==> src/rtl/nzp_cc_unit.sv <==
// nzp_cc_unit
//   Registered LC-3 condition-code unit. Classifies a WIDTH-bit result bus
//   into one-hot {N,Z,P}, holds it in the CC register under LD_CC, and
//   evaluates the branch-enable flag from IR[11:9] under LD_BEN.
//   PIPE=1 inserts an input stage (D_in/UNSIGNED/LD_CC) ahead of the
//   classifier for timing on wide buses; the CC update then lands one
//   cycle later and cc_busy flags the in-flight update.
//
// Ports
//   Clk       in   rising-edge clock
//   Reset_n   in   asynchronous active-low reset
//   D_in      in   [WIDTH-1:0] result bus value to classify
//   LD_CC     in   load CC register from D_in
//   UNSIGNED  in   1 = classify D_in as unsigned (N never set)
//   IR_nzp    in   [2:0] branch condition mask {n,z,p}
//   LD_BEN    in   load BEN register
//   NZP_out   out  [2:0] registered {N,Z,P}, always one-hot
//   BEN       out  registered branch-enable
//   cc_busy   out  PIPE=1: update captured but not yet committed; else 0
module nzp_cc_unit #(
    parameter int         WIDTH    = 16,
    parameter int         PIPE     = 0,
    parameter logic [2:0] CC_RESET = 3'b010
) (
    input  logic             Clk,
    input  logic             Reset_n,
    input  logic [WIDTH-1:0] D_in,
    input  logic             LD_CC,
    input  logic             UNSIGNED,
    input  logic [2:0]       IR_nzp,
    input  logic             LD_BEN,
    output logic [2:0]       NZP_out,
    output logic             BEN,
    output logic             cc_busy
);

    // Classifier input: either the raw bus or the registered stage.
    logic [WIDTH-1:0] stg_d;
    logic             stg_uns;
    logic             stg_ld;

    generate
        if (PIPE != 0) begin : g_pipe
            logic [WIDTH-1:0] d_q;
            logic             uns_q;
            logic             pend_q;

            // The pending bit tracks LD_CC every cycle, so back-to-back
            // loads commit one per cycle in order and nothing is dropped.
            always_ff @(posedge Clk or negedge Reset_n) begin
                if (!Reset_n) begin
                    d_q    <= '0;
                    uns_q  <= 1'b0;
                    pend_q <= 1'b0;
                end else begin
                    pend_q <= LD_CC;
                    d_q    <= D_in;
                    uns_q  <= UNSIGNED;
                end
            end

            assign stg_d   = d_q;
            assign stg_uns = uns_q;
            assign stg_ld  = pend_q;
            assign cc_busy = pend_q;
        end else begin : g_direct
            assign stg_d   = D_in;
            assign stg_uns = UNSIGNED;
            assign stg_ld  = LD_CC;
            assign cc_busy = 1'b0;
        end
    endgenerate

    // One-hot by construction: Z wins on zero, N only for signed with MSB
    // set, P covers everything else (incl. MSB-only value in unsigned mode).
    logic [2:0] nzp_new;

    always_comb begin
        nzp_new = 3'b001;
        if (stg_d == '0)
            nzp_new = 3'b010;
        else if (!stg_uns && stg_d[WIDTH-1])
            nzp_new = 3'b100;
    end

    logic [2:0] nzp_q;
    logic       ben_q;

    // BEN reads nzp_q before this edge's CC commit, matching the LC-3
    // FSM ordering where BEN is evaluated from the previous instruction.
    always_ff @(posedge Clk or negedge Reset_n) begin
        if (!Reset_n) begin
            nzp_q <= CC_RESET;
            ben_q <= 1'b0;
        end else begin
            if (stg_ld)
                nzp_q <= nzp_new;
            if (LD_BEN)
                ben_q <= |(IR_nzp & nzp_q);
        end
    end

    assign NZP_out = nzp_q;
    assign BEN     = ben_q;

endmodule

==> config.mk <==
export PLATFORM = sky130hd
export DESIGN_NAME = nzp_cc_unit
export DESIGN_NICKNAME = d
export VERILOG_FILES = /design/src/rtl/nzp_cc_unit.sv
export SDC_FILE = /design/constraint.sdc
export NUM_CORES = 1
export LEC_CHECK = 0
export BUFFER_PORTS_ARGS = -buffer_cell sky130_fd_sc_hd__buf_4
export CAP_MARGIN = 10
export CORE_AREA = 4 4 41 43
export DETAILED_ROUTE_END_ITERATION = 16
export DIE_AREA = 0 0 45 47
export PLACE_DENSITY_LB_ADDON = 0.05
export SYNTH_ARGS = -nofsm -noshare
export SYNTH_HDL_FRONTEND = slang
export SYNTH_SLANG_ARGS = --single-unit
==> constraint.sdc <==
create_clock -name Clk -period 2.75 [get_ports Clk]
set_input_delay 0.1375 -clock Clk [delete_from_list [all_inputs] [get_ports Clk]]
set_output_delay 0.1375 -clock Clk [all_outputs]
set_load 0.01 [all_outputs]
# Word level (Yosys, flattened, before mapping)
# Cells that the tools add are included.
# word_totals
ff_bits	4
latchBits	0
mem_bits_rw	0
rom_bits	0
inputBits	24
output_inout_bits	5
wordCells	9
mem_count	0
# classes
n_addsub	0
n_mul	0
div_mod_pow	0
magnitude_cmp	0
n_eq_ne	0
shift	0
n_mux	2
bitwise_logic	1
n_reduce_logical	4
# op_table
operator	count
16-bit zero test	1
3-bit two-way mux	2
3-bit AND	1
3-bit OR reduction	1
1-bit logical AND	1
1-bit zero test	1

# Depth between registers and ports, before layout
# Gate-level depths: netlist of the first run.
# depth
depth_word	4
mapped_depth	3
ltp_nobuf	3

# Worst setup path after synthesis of the first run
# OpenSTA, ideal clock, no wires.
# synth_path
path_type	register to register
startpoint	reg nzp_q[0], in the netlist NZP_out[0]
endpoint	reg ben_q, in the netlist BEN
setup_time_ps	130
arrival_ps	795
required_time_ps	2620
setup_slack_ps	1825
stages_incl_launch_ff	3
n_path_buf	0
period_less_slack_ps	925
path_cell_list	dfrtp_1 a222oi_1 a21oi_1
# synth_between
elab_chain_cells	2
# synth_lines
item	line	source
start: declaration	86	logic [2:0] nzp_q;
start signal: assignment	97	nzp_q <= nzp_new;
3-bit AND	99	ben_q <= |(IR_nzp & nzp_q);
3-bit OR reduction	99	
end signal: assignment	99	
end: declaration	87	logic ben_q;
# No other way between the ends.
# A chain may end at the register's enable or synchronous reset.

# Worst setup path in the final report of the first run
# layout_path
startpoint	reg nzp_q[1], in the netlist NZP_out[1]
endpoint	out NZP_out[1]
# layout_lines
item	line	source
end: declaration	32	output logic [2:0] NZP_out,
# No word-level cell between the ends.

==> results of run 1 <==
## per-layer routing
metal	global-route usage (%)	vias to the layer above	routed length [um]
li1	-	142	-
met1	7.816	120	264
met2	11.86	16	408
met3	3.448	3	88
met4	8.772	0	21
met5	0	-	0
## worst register-to-register path, stage by stage (launching register included)
cell      delay (ps)
dfrtp_1          390
a222oi_1         320
a21oi_1          110
## path summary, 6_finish.rpt
check / start / end / slack, ps / depth (start not counted)
setup / recovery: NZP_out[1] / NZP_out[1] / 1720 / 1
hold / removal: LD_BEN / BEN / 70 / 2
setup reg to reg: NZP_out[0] / BEN / 1810 / 2
hold reg to reg: BEN / BEN / 540 / 2
max in group asynchronous: Reset_n / NZP_out[1] / 2320 / 2
min in group asynchronous: Reset_n / BEN / 230 / 2
## cell usage after synthesis (all sizes together)
| cell | instances |
|---|---|
| o21ai | 2 |
| nor4 | 3 |
| conb | 1 |
| buf | 1 |
| nand3b | 1 |
| dfstp | 1 |
| a22o | 1 |
| inv | 2 |
| and4 | 1 |
| nor2 | 2 |
| nor3 | 1 |
| a222oi | 1 |
| a21oi | 2 |
| dfrtp | 3 |
## layout make-up
| cell class | count | share of cell area (%) |
|---|---|---|
| repair buffers | 28 | 46.45 |
| clock buffers | 4 | 5.738 |
| flip-flops and latches | 4 | 22.13 |
| well taps | 15 | 4.098 |
| multi-input cells | 15 | 19.95 |
| inverters | 2 | 1.639 |
## state kept, by name, summed over array words and instances (netlist names)
register  count
NZP_out       3
BEN           1
## repair_timing
action,CTS,global route
setup endpoints to repair,0,0
hold buffers,1,0
endpoints found under the hold margin,4,0
## through the flow
stage               std cells  total power, mW  hold slack (ps)  cell area [um2]
finish                     68           0.1931            73.70            457.9
global route               68           0.2048            76.67            457.9
detailed placement         63           0.1108           -65.75            421.7
CTS                        68           0.1978            69.43            457.9
floorplan                  22          0.07687           -158.1            207.7
global placement           63           0.1101           -62.59            421.7
## power by group through the flow
| stage | logic, mW | registers [mW] | clock network, mW |
|---|---|---|---|
| floorplan | 0.00837 | 0.0685 | 0 |
| global placement | 0.0432 | 0.0669 | 0 |
| detailed placement | 0.0439 | 0.0669 | 0 |
| CTS | 0.0451 | 0.0662 | 0.0865 |
| global route | 0.0490 | 0.0667 | 0.0891 |
| finish | 0.0443 | 0.0662 | 0.0826 |
## cell families (layout without fill, tap and decap cells)
logic type	Yosys count	in the layout	synth area share (%)
and+or+nand+nor	8	8	22.89
AOI/OAI and AO/OA	6	6	19.28
buffers and inverters	3	34	7.232
DFF	4	4	48.80
other	1	1	1.805
==> impl_metrics.json, run 1 <==
{
  "die_w_um": 45,
  "fp.dieH_um": 47,
  "cts-root-buf": "clkbuf_4",
  "crit_chain": "buf_4",
  "vias": 281,
  "crit_family": "flip-flops",
  "track_usage_pct": 7.930,
  "start_kind": "flip-flop",
  "finalSetupViolations": 0,
  "pwr-share-clk_pct": 42.8,
  "rsz0062_at_grt": "no",
  "critPathBufInv": 1,
  "gr-total-overflow": 0,
  "ys_ff_latch": 4,
  "setup_tns_ps": 0,
  "antenna_found_initial": 0,
  "clk_pin_slew_worst_paths_ps": 40,
  "crit_required_ps": 2610,
  "dr.pass1.iters": 4,
  "synth_top_cell_area_share_pct": 36.14,
  "ir_drop_v": 0.0001601,
  "p_seq_share_pct": 34.3,
  "final.setup_skew_ps": 4.638,
  "status": "complete, no violations",
  "multi_input_area_um2": 91.34,
  "diodes": 0,
  "via_per_inst": 4.132,
  "fin_crit_sh_pct": 37.46,
  "hold_path_class": "primary input to flip-flop",
  "slowest_delay_ps": 540,
  "final_cell_mix": "buf_4 (27), dfrtp_1 (3), nor4_1 (3), clkbuf_4 (3)",
  "routedWlPerCell_um": 11.50,
  "synth_nets": 46,
  "power.share.switching_pct": 23.18,
  "drt-total-wl_um": 782,
  "slew_violations": 0,
  "die_area_um2": 2115,
  "io_pins": 29,
  "max_freq_mhz": 970.8,
  "cts_resized": 0,
  "syn_inst": 22,
  "p_leak_nw": 0.2280,
  "cts_tree": "yes",
  "final-seq-area_um2": 101.3,
  "p_switching_mw": 0.04477,
  "setup_slack_ps": 1720,
  "numCtsBuffers": 3,
  "postCtsSetupBuffers": 0,
  "htreeDepth": 1,
  "place_congestion": 0.6273,
  "pre_cts_slack_ps": 1805,
  "synth_area_um2": 207.7,
  "antenna_left": 0,
  "internal_power_mw": 0.1483,
  "grt_pass1_wl_um": 1104,
  "maxCapViolations": 0,
  "period_needed_ps": 1030,
  "core_um2": 1301,
  "path_max_fanout": 3,
  "comb_power_share_pct": 22.9,
  "seq_area_frac_synth_pct": 48.80,
  "n_fill_cell": 151,
  "worstSetupPathType": "flip-flop to primary output",
  "worst_setup_path_end_kind": "primary output",
  "synth_area_leader_cell": "dfrtp_1",
  "cp_slowest_cell": "dfstp_2",
  "clock-sinks": 4,
  "syn_area_per_cell_um2": 9.441,
  "arrival_ps": 890,
  "grt_pass1_vias": 290,
  "grt_max_degree": 5,
  "clk_path_buf_depth": 2,
  "yosys_warnings": 0,
  "final_common_cell": "buf_4",
  "io_buffers": 27,
  "finalHoldViolCount": 0,
  "ys_top_cells_by_area": "dfrtp_1 (36%), dfstp_2 (13%), nor4_1 (9.0%), a21oi_1 (4.8%), a222oi_1 (4.8%)",
  "drc": 0,
  "drt_iter0_markers": 9,
  "final_core_util_pct": 35.19,
  "initial_utilization_pct": 15.96,
  "p_per_area_nw_per_um2": 421.6,
  "area_growth_syn_to_layout_pct": 120.5,
  "synth.distinct_cells": 14,
  "final_net_count": 78,
  "drive_gt1_share_pct": 60.38,
  "clock_latency_ps": 240,
  "rows": 13
}
(Power assumes the default switching activity.)
==> run 2: changes to the inputs <==
--- a/config.mk
+++ b/config.mk
@@ -5,6 +5,7 @@
 export SDC_FILE = /design/constraint.sdc
 export NUM_CORES = 1
 export LEC_CHECK = 0
+export ABC_AREA = 1
 export BUFFER_PORTS_ARGS = -buffer_cell sky130_fd_sc_hd__buf_4
 export CAP_MARGIN = 10
 export CORE_AREA = 4 4 41 43
==> constraint.sdc (replaced) <==
create_clock -name Clk -period 1.1 [get_ports Clk]
set_input_delay 0.055 -clock Clk [delete_from_list [all_inputs] [get_ports Clk]]
set_output_delay 0.055 -clock Clk [all_outputs]
set_load 0.01 [all_outputs]
==> impl_metrics.json, run 2 <==
{
  "status": "complete, no violations",
  "cp_slowest_cell": "dfstp_2",
  "cts_tree": "yes",
  "hold_path_class": "primary input to flip-flop",
  "place_congestion": 0.6435,
  "hpwl_um": 653.3,
  "synth_common_cells": "nand2_1 (12), nor2_1 (12), dfrtp_1 (3), inv_1 (3)",
  "die_area_um2": 2115,
  "synth_nets": 61,
  "synth.distinct_cells": 11,
  "gr-total-overflow": 0,
  "power.share.switching_pct": 22.02,
  "p_seq_share_pct": 34.5,
  "dr.pass1.iters": 4,
  "crit_family": "flip-flops",
  "clk_pin_slew_worst_paths_ps": 30,
  "rr_endpoint": "BEN",
  "via_per_inst": 4.012,
  "io_buffers": 27,
  "setup_slack_ps": 164.8,
  "fin_crit_sh_pct": 85.02,
  "stdcell_count": 83,
  "slowest_delay_ps": 530,
  "slew_violations": 0,
  "io_pins": 29,
  "pwr-share-clk_pct": 40.9,
  "clock_latency_ps": 230,
  "diodes": 0,
  "die_w_um": 45,
  "fp.dieH_um": 47,
  "synth_area_um2": 239.0,
  "grt_pass1_wl_um": 1145,
  "p_switching_mw": 0.1051,
  "path_max_fanout": 3,
  "largest_reg_flops": 3,
  "synth_enable_flop_cells": 0,
  "worst_setup_path_end_kind": "primary output",
  "pre_cts_slack_ps": 258.4,
  "p_per_area_nw_per_um2": 975.8,
  "core_um2": 1301,
  "track_usage_pct": 7.845,
  "whs_path_depth": 2,
  "routedWlPerCell_um": 8.663,
  "hold_ws_ps": 63.55,
  "arrival_ps": 880,
  "yosys_warnings": 0,
  "finalHoldViolCount": 0,
  "antenna_left": 0,
  "start_kind": "flip-flop",
  "worstSetupPathType": "flip-flop to primary output",
  "p_leak_nw": 0.2595,
  "grt_max_degree": 5,
  "area_growth_syn_to_layout_pct": 104.7,
  "seq_area_frac_synth_pct": 42.41,
  "rr_startpoint": "NZP_out[1]",
  "synth_top_cell_area_share_pct": 31.41,
  "dp_cells": 78,
  "worstHoldStart": "LD_BEN",
  "crit_chain": "buf_4",
  "drt-total-wl_um": 719,
  "max_freq_mhz": 1069,
  "setup_tns_ps": 0,
  "r2r_cells": 2,
  "grt_pass1_vias": 313,
  "r2r_setup_slack_ps": 260,
  "whs_endpoint": "BEN",
  "critPathBufInv": 1,
  "final_common_cell": "buf_4",
  "syn_inst": 37,
  "clock-sinks": 4,
  "final_net_count": 93,
  "internal_power_mw": 0.3723,
  "crit_required_ps": 1040,
  "cts_resized": 0,
  "ys.flop_type": "dfrtp_1",
  "comb_power_share_pct": 24.6,
  "clk_path_buf_depth": 2,
  "period_needed_ps": 935.2,
  "htreeDepth": 1,
  "drc": 0,
  "rsz0062_at_grt": "no",
  "maxCapViolations": 0,
  "ys_ff_latch": 4,
  "drt_iter0_markers": 6,
  "syn_area_per_cell_um2": 6.459,
  "final_cell_mix": "buf_4 (27), nand2_1 (12), nor2_1 (12)",
  "finalSetupViolations": 0,
  "vias": 333,
  "cts-root-buf": "clkbuf_4",
  "ys_top_cells_by_area": "dfrtp_1 (31%), nand2_1 (19%), nor2_1 (19%), dfstp_2 (11%), inv_1 (4.7%)",
  "drive_gt1_share_pct": 45.59,
  "initial_utilization_pct": 18.37,
  "postCtsSetupBuffers": 0,
  "rows": 13,
  "antenna_found_initial": 0,
  "async_flop_share_pct": 100.0,
  "ir_drop_v": 0.0002878,
  "synth_area_leader_cell": "dfrtp_1",
  "final.setup_skew_ps": 6.589,
  "numCtsBuffers": 3
}
## run 2: cell types whose count changed after synthesis, sizes merged
cell    before  now
nand2        0   12
nor2         2   12
nor4         3    0
a21oi        2    0
a222oi       1    0
a22o         1    0
a31oi        0    1
a41oi        0    1
and4         1    0
inv          2    3
nand3        0    1
nand3b       1    0
nor3         1    0
o21ai        2    1
## run 2: through the flow
step	power (mW)	utilization, %	area (um2)
final	0.4774	37.60	489.2
after CTS	0.4930	37.60	489.2
after global routing	0.5086	37.60	489.2
after global placement	0.2828	34.81	452.9
after floorplan	0.1988	-	239.0
after detailed placement	0.2834	34.81	452.9
## run 2: layout make-up
| type | count | area (um2) |
|---|---|---|
| flip-flops and latches | 4 | 101.3 |
| clock buffers | 4 | 26.28 |
| multi-input cells | 29 | 118.9 |
| inverters | 3 | 11.26 |
| well taps | 15 | 18.77 |
| fillers | 152 | 812.0 |
| repair buffers | 28 | 212.7 |
## run 2: cells by family after synthesis
group                  count (synthesis)  share of synthesized area, %
other                                  1                         1.569
AOI/OAI and AO/OA                      3                         8.377
and+or+nand+nor                       25                         39.79
DFF                                    4                         42.41
buffers and inverters                  4                         7.854
## run 2: power by group through the flow
stage          logic (mW)  clock network (mW)  registers, mW
2_1_floorplan      0.0275                   0          0.171
3_3_place_gp        0.116                   0          0.166
3_5_place_dp        0.116                   0          0.167
4_1_cts             0.120               0.208          0.165
5_1_grt             0.131               0.211          0.166
6_report            0.117               0.195          0.165
## run 2: worst max-delay path by stage
stage                from  depth (start not counted)  slack [ps]          to
3_3_place_gp   NZP_out[1]                          2         290         BEN
2_1_floorplan  NZP_out[1]                          2         270         BEN
5_1_grt        NZP_out[1]                          1         150  NZP_out[1]
4_1_cts        NZP_out[1]                          1         150  NZP_out[1]
3_5_place_dp   NZP_out[1]                          2         260         BEN
6_report       NZP_out[1]                          1         160  NZP_out[1]
## run 2: routing by layer
| layer | global-route usage (%) | vias to the layer above | share of wire (%) | wire length, um |
|---|---|---|---|---|
| met5 | 0 | - | 0 | 0 |
| met4 | 10.53 | 0 | 2.6 | 19 |
| met3 | 1.916 | 2 | 18 | 133 |
| met2 | 12.71 | 24 | 45 | 325 |
| met1 | 7.110 | 133 | 33 | 240 |
| li1 | - | 174 | - | - |
## run 2: repair_timing
action / CTS / global route
hold buffers: 1 / 0
endpoints found under the setup margin: 0 / 0
endpoints found under the hold margin: 4 / 0
